**config.mk**
```make
export PLATFORM = sky130hd
export DESIGN_NAME = ex_mem_reg
export DESIGN_NICKNAME = d
export VERILOG_FILES = /design/src/rtl/ex_mem_reg_pkg.sv /design/src/rtl/ex_mem_reg.sv
export SDC_FILE = /design/constraint.sdc
export NUM_CORES = 1
export LEC_CHECK = 0
export CORE_AREA = 2 2 193 195
export DETAILED_ROUTE_END_ITERATION = 10
export DIE_AREA = 0 0 195 197
export SKIP_CTS_REPAIR_TIMING = 1
export SYNTH_ARGS = -nofsm -noshare
export SYNTH_HDL_FRONTEND = slang
export SYNTH_SLANG_ARGS = --single-unit
export TNS_END_PERCENT = 1
```
**constraint.sdc**
```tcl
create_clock -name clk -period 1.9 [get_ports clk]
set_input_delay 0.19 -clock clk [delete_from_list [all_inputs] [get_ports clk]]
set_output_delay 0.19 -clock clk [all_outputs]
set_load 0.01 [all_outputs]
```
**src/rtl/ex_mem_reg_pkg.sv**
```systemverilog
// Shared core defines: bus widths, enables, opcodes, stall indices, EX/MEM payload.
package ex_mem_reg_pkg;

    localparam int unsigned RegBus       = 32;
    localparam int unsigned RegAddrBus   = 5;
    localparam int unsigned AluOpBus     = 8;
    localparam int unsigned DoubleRegBus = 64;
    localparam int unsigned CntBus       = 2;

    localparam logic WriteEnable  = 1'b1;
    localparam logic WriteDisable = 1'b0;

    localparam logic [AluOpBus-1:0] EXE_NOP_OP = 8'h00;

    localparam int unsigned STALL_PC  = 0;
    localparam int unsigned STALL_IF  = 1;
    localparam int unsigned STALL_ID  = 2;
    localparam int unsigned STALL_EX  = 3;
    localparam int unsigned STALL_MEM = 4;
    localparam int unsigned STALL_WB  = 5;

    typedef struct packed {
        logic [RegAddrBus-1:0] wd;
        logic                  wreg;
        logic [RegBus-1:0]     wdata;
        logic                  whilo;
        logic [RegBus-1:0]     hi;
        logic [RegBus-1:0]     lo;
        logic [AluOpBus-1:0]   aluop;
        logic [RegBus-1:0]     mem_addr;
        logic [RegBus-1:0]     reg2;
    } ex_mem_t;

    // All-zero payload: no GPR/HI/LO write, NOP opcode.
    localparam ex_mem_t EX_MEM_BUBBLE = '{
        wd: '0, wreg: WriteDisable, wdata: '0, whilo: WriteDisable,
        hi: '0, lo: '0, aluop: EXE_NOP_OP, mem_addr: '0, reg2: '0
    };

endpackage

```
**src/rtl/ex_mem_reg.sv**
```systemverilog
// EX->MEM pipeline register with stall/flush/bubble handling and MADD/MSUB carry state.
// Define MADD_EN to implement the hilo/cnt loop-back storage; otherwise hilo_o/cnt_o are 0.
module ex_mem_reg
    import ex_mem_reg_pkg::*;
#(
    parameter int unsigned STALL_W = 6,
    parameter int unsigned EX_IDX  = 3,
    parameter int unsigned MEM_IDX = 4
) (
    input  logic                    clk,
    input  logic                    rst,
    input  logic [STALL_W-1:0]      stall,
    input  logic                    flush,
    input  logic [RegAddrBus-1:0]   ex_wd,
    input  logic                    ex_wreg,
    input  logic [RegBus-1:0]       ex_wdata,
    input  logic                    ex_whilo,
    input  logic [RegBus-1:0]       ex_hi,
    input  logic [RegBus-1:0]       ex_lo,
    input  logic [AluOpBus-1:0]     ex_aluop,
    input  logic [RegBus-1:0]       ex_mem_addr,
    input  logic [RegBus-1:0]       ex_reg2,
    input  logic [DoubleRegBus-1:0] hilo_i,
    input  logic [CntBus-1:0]       cnt_i,
    output logic [RegAddrBus-1:0]   mem_wd,
    output logic                    mem_wreg,
    output logic [RegBus-1:0]       mem_wdata,
    output logic                    mem_whilo,
    output logic [RegBus-1:0]       mem_hi,
    output logic [RegBus-1:0]       mem_lo,
    output logic [AluOpBus-1:0]     mem_aluop,
    output logic [RegBus-1:0]       mem_mem_addr,
    output logic [RegBus-1:0]       mem_reg2,
    output logic [DoubleRegBus-1:0] hilo_o,
    output logic [CntBus-1:0]       cnt_o
);

    ex_mem_t ex_bus;
    ex_mem_t mem_q;
    logic    ex_stall;
    logic    mem_stall;
    logic    unused_stall;

    assign ex_stall     = stall[EX_IDX];
    assign mem_stall    = stall[MEM_IDX];
    assign unused_stall = ^stall;

    assign ex_bus = '{
        wd: ex_wd, wreg: ex_wreg, wdata: ex_wdata, whilo: ex_whilo,
        hi: ex_hi, lo: ex_lo, aluop: ex_aluop, mem_addr: ex_mem_addr, reg2: ex_reg2
    };

    // Payload register: rst > flush > bubble > capture > hold.
    always_ff @(posedge clk) begin
        if (rst) begin
            mem_q <= EX_MEM_BUBBLE;
        end else if (flush) begin
            mem_q <= EX_MEM_BUBBLE;
        end else if (ex_stall && !mem_stall) begin
            mem_q <= EX_MEM_BUBBLE;
        end else if (!ex_stall) begin
            mem_q <= ex_bus;
        end
    end

    assign mem_wd       = mem_q.wd;
    assign mem_wreg     = mem_q.wreg;
    assign mem_wdata    = mem_q.wdata;
    assign mem_whilo    = mem_q.whilo;
    assign mem_hi       = mem_q.hi;
    assign mem_lo       = mem_q.lo;
    assign mem_aluop    = mem_q.aluop;
    assign mem_mem_addr = mem_q.mem_addr;
    assign mem_reg2     = mem_q.reg2;

`ifdef MADD_EN
    logic [DoubleRegBus-1:0] hilo_q;
    logic [CntBus-1:0]       cnt_q;

    // Partial product survives only while EX is stalled by its own MADD/MSUB sequence.
    always_ff @(posedge clk) begin
        if (rst || flush) begin
            hilo_q <= '0;
            cnt_q  <= '0;
        end else if (ex_stall && !mem_stall) begin
            hilo_q <= hilo_i;
            cnt_q  <= cnt_i;
        end else if (!ex_stall) begin
            hilo_q <= '0;
            cnt_q  <= '0;
        end
    end

    assign hilo_o = hilo_q;
    assign cnt_o  = cnt_q;
`else
    logic unused_madd;

    assign unused_madd = ^{hilo_i, cnt_i};
    assign hilo_o      = '0;
    assign cnt_o       = '0;
`endif

endmodule

```
==> run_results.csv, run 1 <==
group,metric,value,unit
timing,period_share,0.827,
layout,finish.net_count,1412,
yosys,syn_area,0.00727,mm^2
critical_path,worst-r2r-cell-count,2,
global_route,grt_use_total,0.118,
layout,multi_input_area,0.00310,mm^2
critical_path,reg2reg_from,"mem_lo[28]",
timing,hold_viol,0,
yosys,synth.avg_cell_area,8.59,um^2
power_and_ir_drop,power_density,734,mW/mm^2
detailed_routing,avgViaCountPerCell,4.09,
min_path,hp-start,"stall[3]",
yosys,ys_ff_latch,175,
global_route,grt_remaining_overflow,0,
min_path,hold_path_class,"in -> reg",
clock_tree,cts.sinks,175,
layout,regArea,0.00350,mm^2
yosys,yosys_warnings,0,
power_and_ir_drop,cellLeakagePower,4.05,nW
place,gp_congestion,0.768,
floorplanning,ioPinCount,491,
yosys,synth_top_area_frac,0.482,
detailed_routing,vias,6722,
clock_tree,clockBufferDepth,2,
yosys,synth_common_cells,"a21oi_1, dfxtp_1, nand2b_1, nand3_1, buf_4",
floorplanning,core,0.0363,mm^2
clock_tree,cts_tree,"done",
flow_run,cap_violations,0,
yosys,synth.area.top_cells,"dfxtp_1, nand2b_1, a21oi_1",
timing,setup_viol,0,
min_path,hold_depth,3,
timing,finClkSkew,0,ps
critical_path,critPathMaxStageDelay,610,ps
layout,final_util,0.321,
floorplanning,num_rows,70,
min_path,whs_endpoint,"mem_reg2[11]",
status,status,"complete, no violations",
yosys,synth_ff_type,"dfxtp_1",
yosys,ys_seq_area_frac,0.482,
critical_path,cpMaxStageDelayCell,"clkdlybuf4s50_1",
timing,tns,0,ps
clock_tree,clk_pin_slew,70,ps
critical_path,rrSetupSlack,1230,ps
critical_path,worstSetupStartpointType,"flip-flop",
critical_path,worstPathCellList,"clkdlybuf4s50_1",
yosys,netlist_instances,846,
layout,area_growth,59.9,%
yosys,synth-edff-count,0,
floorplanning,start_util,0.201,
clock_tree,htreeDepth,4,
clock_tree,cts_buffers,17,
global_route,antenna_found_initial,0,
timing,period_minus_slack,1570,ps
place,port-buffer-count,354,
critical_path,crit_arrival,1380,ps
yosys,ys_types,11,
yosys,synthArstFlopShare,0,
clock_tree,cts-root-buf,"clkbuf_16",
floorplanning,die-area,0.0384,mm^2
power_and_ir_drop,power,0.00854,W
layout,drive_gt1_frac,0.0477,
place,hpwlAfterDp,16600,um
critical_path,path_buf_inv,1,
timing,max_freq,636,MHz
layout,n_fill_cell,3815,
clock_tree,clk_latency,430,ps
timing,slew_viol_final,0,
detailed_routing,drtIter0Drc,184,
critical_path,cp.required,1710,ps
detailed_routing,wl_per_cell,14.3,um
detailed_routing,ant_nets,0,
layout,num_antenna_cells,0,
detailed_routing,drt_wl_total,23400,um
floorplanning,die_w,195,um
timing,rsz0062_at_grt,"false",
critical_path,worstReg2RegEnd,"mem_lo[28]",
critical_path,path_delay_family,"buffers and inverters",
floorplanning,die_y,197,um
critical_path,end_kind,"primary output",
global_route,grt_pass1_vias,6296,
global_route,grt_max_degree,79,
global_route,grt_first_pass_wirelength,35100,um
yosys,yosysTopAreaCell,"dfxtp_1",
critical_path,critical_path.max_fanout,2,
critical_path,crit_type,"reg -> out",
detailed_routing,dr.pass1.iters,4,
detailed_routing,drc_errors,0,
power_and_ir_drop,vdd_ir_drop_max,0.671,mV
==> worst max-delay path by stage <==
stage,end,start,cells after the start
global route,mem_reg2[22],mem_reg2[22],1
floorplan,mem_hi[13],flush,5
detailed placement,mem_lo[22],flush,5
global placement,mem_lo[21],flush,5
CTS,mem_reg2[28],mem_reg2[28],1
finish,mem_lo[19],mem_lo[19],1
==> logic make-up (layout without fill, tap and decap cells) <==
group           count (synthesis)  after routing  synth area share
compound gates                175            175             0.120
other cells                     1             66          0.000516
buf+inv                       144            408             0.125
simple gates                  351            351             0.272
flops                         175            175             0.482
==> where the power goes <==
group | switching [W] | internal [W] | leakage (nW)
Sequential | 0.0000539 | 0.00377 | 1.42
Combinational | 0.000541 | 0.000696 | 2.35
Clock | 0.00164 | 0.00183 | 0.273
==> sequential cells by signal, summed over array words and instances, names as in the netlist <==
name,cells
mem_hi,32
mem_whilo,1
mem_wreg,1
mem_mem_addr,32
mem_wdata,32
mem_aluop,8
mem_reg2,32
mem_lo,32
mem_wd,5
==> cell type report <==
class	instances	share of cell area
repair buffers	376	0.333
flip-flops and latches	175	0.301
multi-input cells	592	0.267
well taps	468	0.0504
clock buffers	18	0.0369
clock inverters	14	0.0114
==> placed cells by master, fill, tap and decap left out, types with 3 or more instances in the layout <==
cell             Yosys  routed
clkdlybuf4s50_1      0     352
nand2b_1           175     175
nand3_1            175     175
a21oi_1            175     175
dfxtp_1            175     175
conb_1               1      66
clkbuf_16            0      17
buf_12               0      13
buf_4               77      10
inv_6                0       4
clkinv_4             0       3
clkinv_2             0       3
==> per-stage QoR <==
stage / cells / setup slack [ps] / hold slack (ps) / cell area [um^2]
2_1_floorplan: 911 / 916 / 336 / 7510
3_3_place_gp: 1611 / 455 / 455 / 11100
3_5_place_dp: 1611 / 431 / 465 / 11100
4_1_cts: 1643 / 287 / 155 / 11600
5_1_grt: 1643 / 243 / 169 / 11600
6_report: 1643 / 329 / 172 / 11600
==> layer usage <==
layer,part of all wire,up-vias,routed length (um),GRT usage
met2,0.49,255,11400,0.198
met5,0,-,0,0
li1,-,3335,-,-
met4,0.021,0,486,0.0430
met3,0.086,24,2010,0.0507
met1,0.41,3108,9520,0.132
(Power assumes the default switching activity.)
==> inputs of run 2 (changes only) <==
Settings changed: CORE_AREA 2 2 193 195 to 2 2 189 191, DIE_AREA 0 0 195 197 to 0 0 191 193.
Clock period 1.9 ns to 1.4 ns, I/O delays scaled along.
==> run 2 against run 1 <==
  * Via count decreased by 0.45%
  * Largest power group unchanged
  * Register-to-register slack lost 520 ps
  * Sequential cell count did not move
  * Combinational power rose by 35%
  * Wire length decreased by 0.21%
  * Largest cell class unchanged
  * Sequential power is 36% higher
  * Final cell count is 0.73% higher
  * Clock power increased by 36%
  * Global-route usage up 0.33 points
==> run_results.csv, run 2 (synthesis gave the netlist of run 1 again) <==
group,metric,value,unit
status,status,"complete, no violations",
clock_tree,htreeDepth,4,
global_route,grt_remaining_overflow,0,
clock_tree,cts_buffers,17,
floorplanning,core,0.0350,mm^2
critical_path,critPathMaxStageDelay,340,ps
layout,layout_commonest_cell,"clkdlybuf4s50_1",
place,hpwlAfterDp,16600,um
timing,rsz0062_at_grt,"false",
clock_tree,clockBufferDepth,2,
timing,period_minus_slack,1130,ps
place,port-buffer-count,354,
timing,period_share,0.804,
critical_path,crit_type,"reg -> out",
floorplanning,num_rows,69,
critical_path,path_delay_family,"flip-flops",
critical_path,worstSetupStartpointType,"flip-flop",
floorplanning,die_w,191,um
detailed_routing,ant_nets,0,
power_and_ir_drop,cellLeakagePower,7.20,nW
power_and_ir_drop,pwr-share-clk,0.408,
layout,area_growth,67.8,%
floorplanning,die-area,0.0369,mm^2
layout,drive_gt1_frac,0.0620,
critical_path,critical_path.max_fanout,2,
clock_tree,cts.sinks,175,
global_route,antenna_found_initial,1,
layout,finish.net_count,1430,
power_and_ir_drop,p_sw_frac,0.258,
timing,hold_viol,0,
timing,tns,0,ps
power_and_ir_drop,p_sw,0.00299,W
power_and_ir_drop,p_seq_frac,0.448,
power_and_ir_drop,vdd_ir_drop_max,0.787,mV
global_route,grt_first_pass_wirelength,34500,um
detailed_routing,vias,6692,
global_route,grt_use_total,0.121,
timing,setup_viol,0,
flow_run,cap_violations,0,
critical_path,path_buf_inv,1,
power_and_ir_drop,power_density,950,mW/mm^2
layout,final_util,0.349,
critical_path,cp-endpoint,"mem_aluop[1]",
place,gp_congestion,0.762,
critical_path,cp.required,1260,ps
power_and_ir_drop,power,0.0116,W
detailed_routing,drt_wl_total,23400,um
critical_path,startpoint,"mem_aluop[1]",
floorplanning,start_util,0.208,
global_route,grt_max_degree,89,
clock_tree,clk_latency,440,ps
timing,whs,65.0,ps
timing,finClkSkew,0,ps
critical_path,reg2reg_from,"mem_mem_addr[13]",
detailed_routing,wl_per_cell,14.1,um
critical_path,rrSetupSlack,710,ps
detailed_routing,avgViaCountPerCell,4.04,
timing,max_freq,889,MHz
timing,slew_viol_final,0,
critical_path,cpMaxStageDelayCell,"dfxtp_1",
clock_tree,clk_pin_slew,70,ps
critical_path,worstPathCellList,"dlymetal6s2s_1",
critical_path,worstReg2RegEnd,"mem_mem_addr[13]",
clock_tree,cts_tree,"done",
critical_path,crit_arrival,990,ps
critical_path,cp.depth,1,
clock_tree,cts-root-buf,"clkbuf_16",
detailed_routing,drtIter0Drc,213,
critical_path,end_kind,"primary output",
detailed_routing,dr.pass1.iters,5,
min_path,hold_path_class,"in -> reg",
power_and_ir_drop,p_comb_frac,0.145,
power_and_ir_drop,p_int,0.00860,W
critical_path,worst-r2r-cell-count,2,
global_route,grt_pass1_vias,6355,
detailed_routing,drc_errors,0,
floorplanning,ioPinCount,491,
floorplanning,die_y,193,um
run 2: changes by cell type in the layout (fill, tap and decap cells not counted):
cell and delta:
buf_4 +18, clkbuf_8 +1, clkdlybuf4s50_1 -175, clkinv_2 -1, diode_2 +1, dlymetal6s2s_1 +175
run 2: area by class of cell:
cell class | instances | area (um^2)
Clock buffer | 19 | 443
Fill cell | 3562 | 22800
Multi-Input combinational cell | 592 | 3100
Tap cell | 461 | 577
Sequential cell | 175 | 3500
Antenna cell | 1 | 2.50
Clock inverter | 13 | 128
Timing Repair Buffer | 394 | 4450
run 2: per-stage QoR:
stage / setup slack, ps / cells / instance area (um^2)
finish: 275 / 1655 / 12200
global route: 178 / 1655 / 12200
global placement: 46.8 / 1622 / 11200
detailed placement: 6.17 / 1622 / 11200
CTS: -189 / 1654 / 11800
floorplan: 466 / 911 / 7510
run 2: worst min path at each step:
stage | from | endpoint | slack [ps] | depth (start not counted)
floorplan | ex_aluop[7] | mem_aluop[7] | 290 | 2
global placement | mem_wd[0] | mem_wd[0] | 460 | 2
detailed placement | mem_wd[0] | mem_wd[0] | 460 | 2
CTS | stall[3] | mem_hi[7] | 30 | 3
global route | stall[3] | mem_hi[7] | 50 | 3
finish | stall[3] | mem_hi[7] | 60 | 3
run 2: worst reg2reg max path, delay by kind of cell (launching register included):
family | cells | cell delay (ps)
flops | 1 | 350
simple gates | 1 | 90
compound gates | 1 | 190
run 2: layer usage:
layer | routed length [um] | vias to the layer above | GRT usage
li1 | - | 3373 | -
met1 | 9490 | 3043 | 0.136
met2 | 11300 | 250 | 0.203
met3 | 2040 | 26 | 0.0471
met4 | 506 | 0 | 0.0534
met5 | 0 | - | 0
run 2: power groups by stage:
stage                     Clock, W  Combinational [W]  Sequential [W]
after global placement           0            0.00172         0.00530
after floorplan                  0           0.000762         0.00538
final                      0.00472            0.00168         0.00519
after detailed placement         0            0.00173         0.00531
after CTS                  0.00497            0.00174         0.00520
after global routing       0.00517            0.00183         0.00521
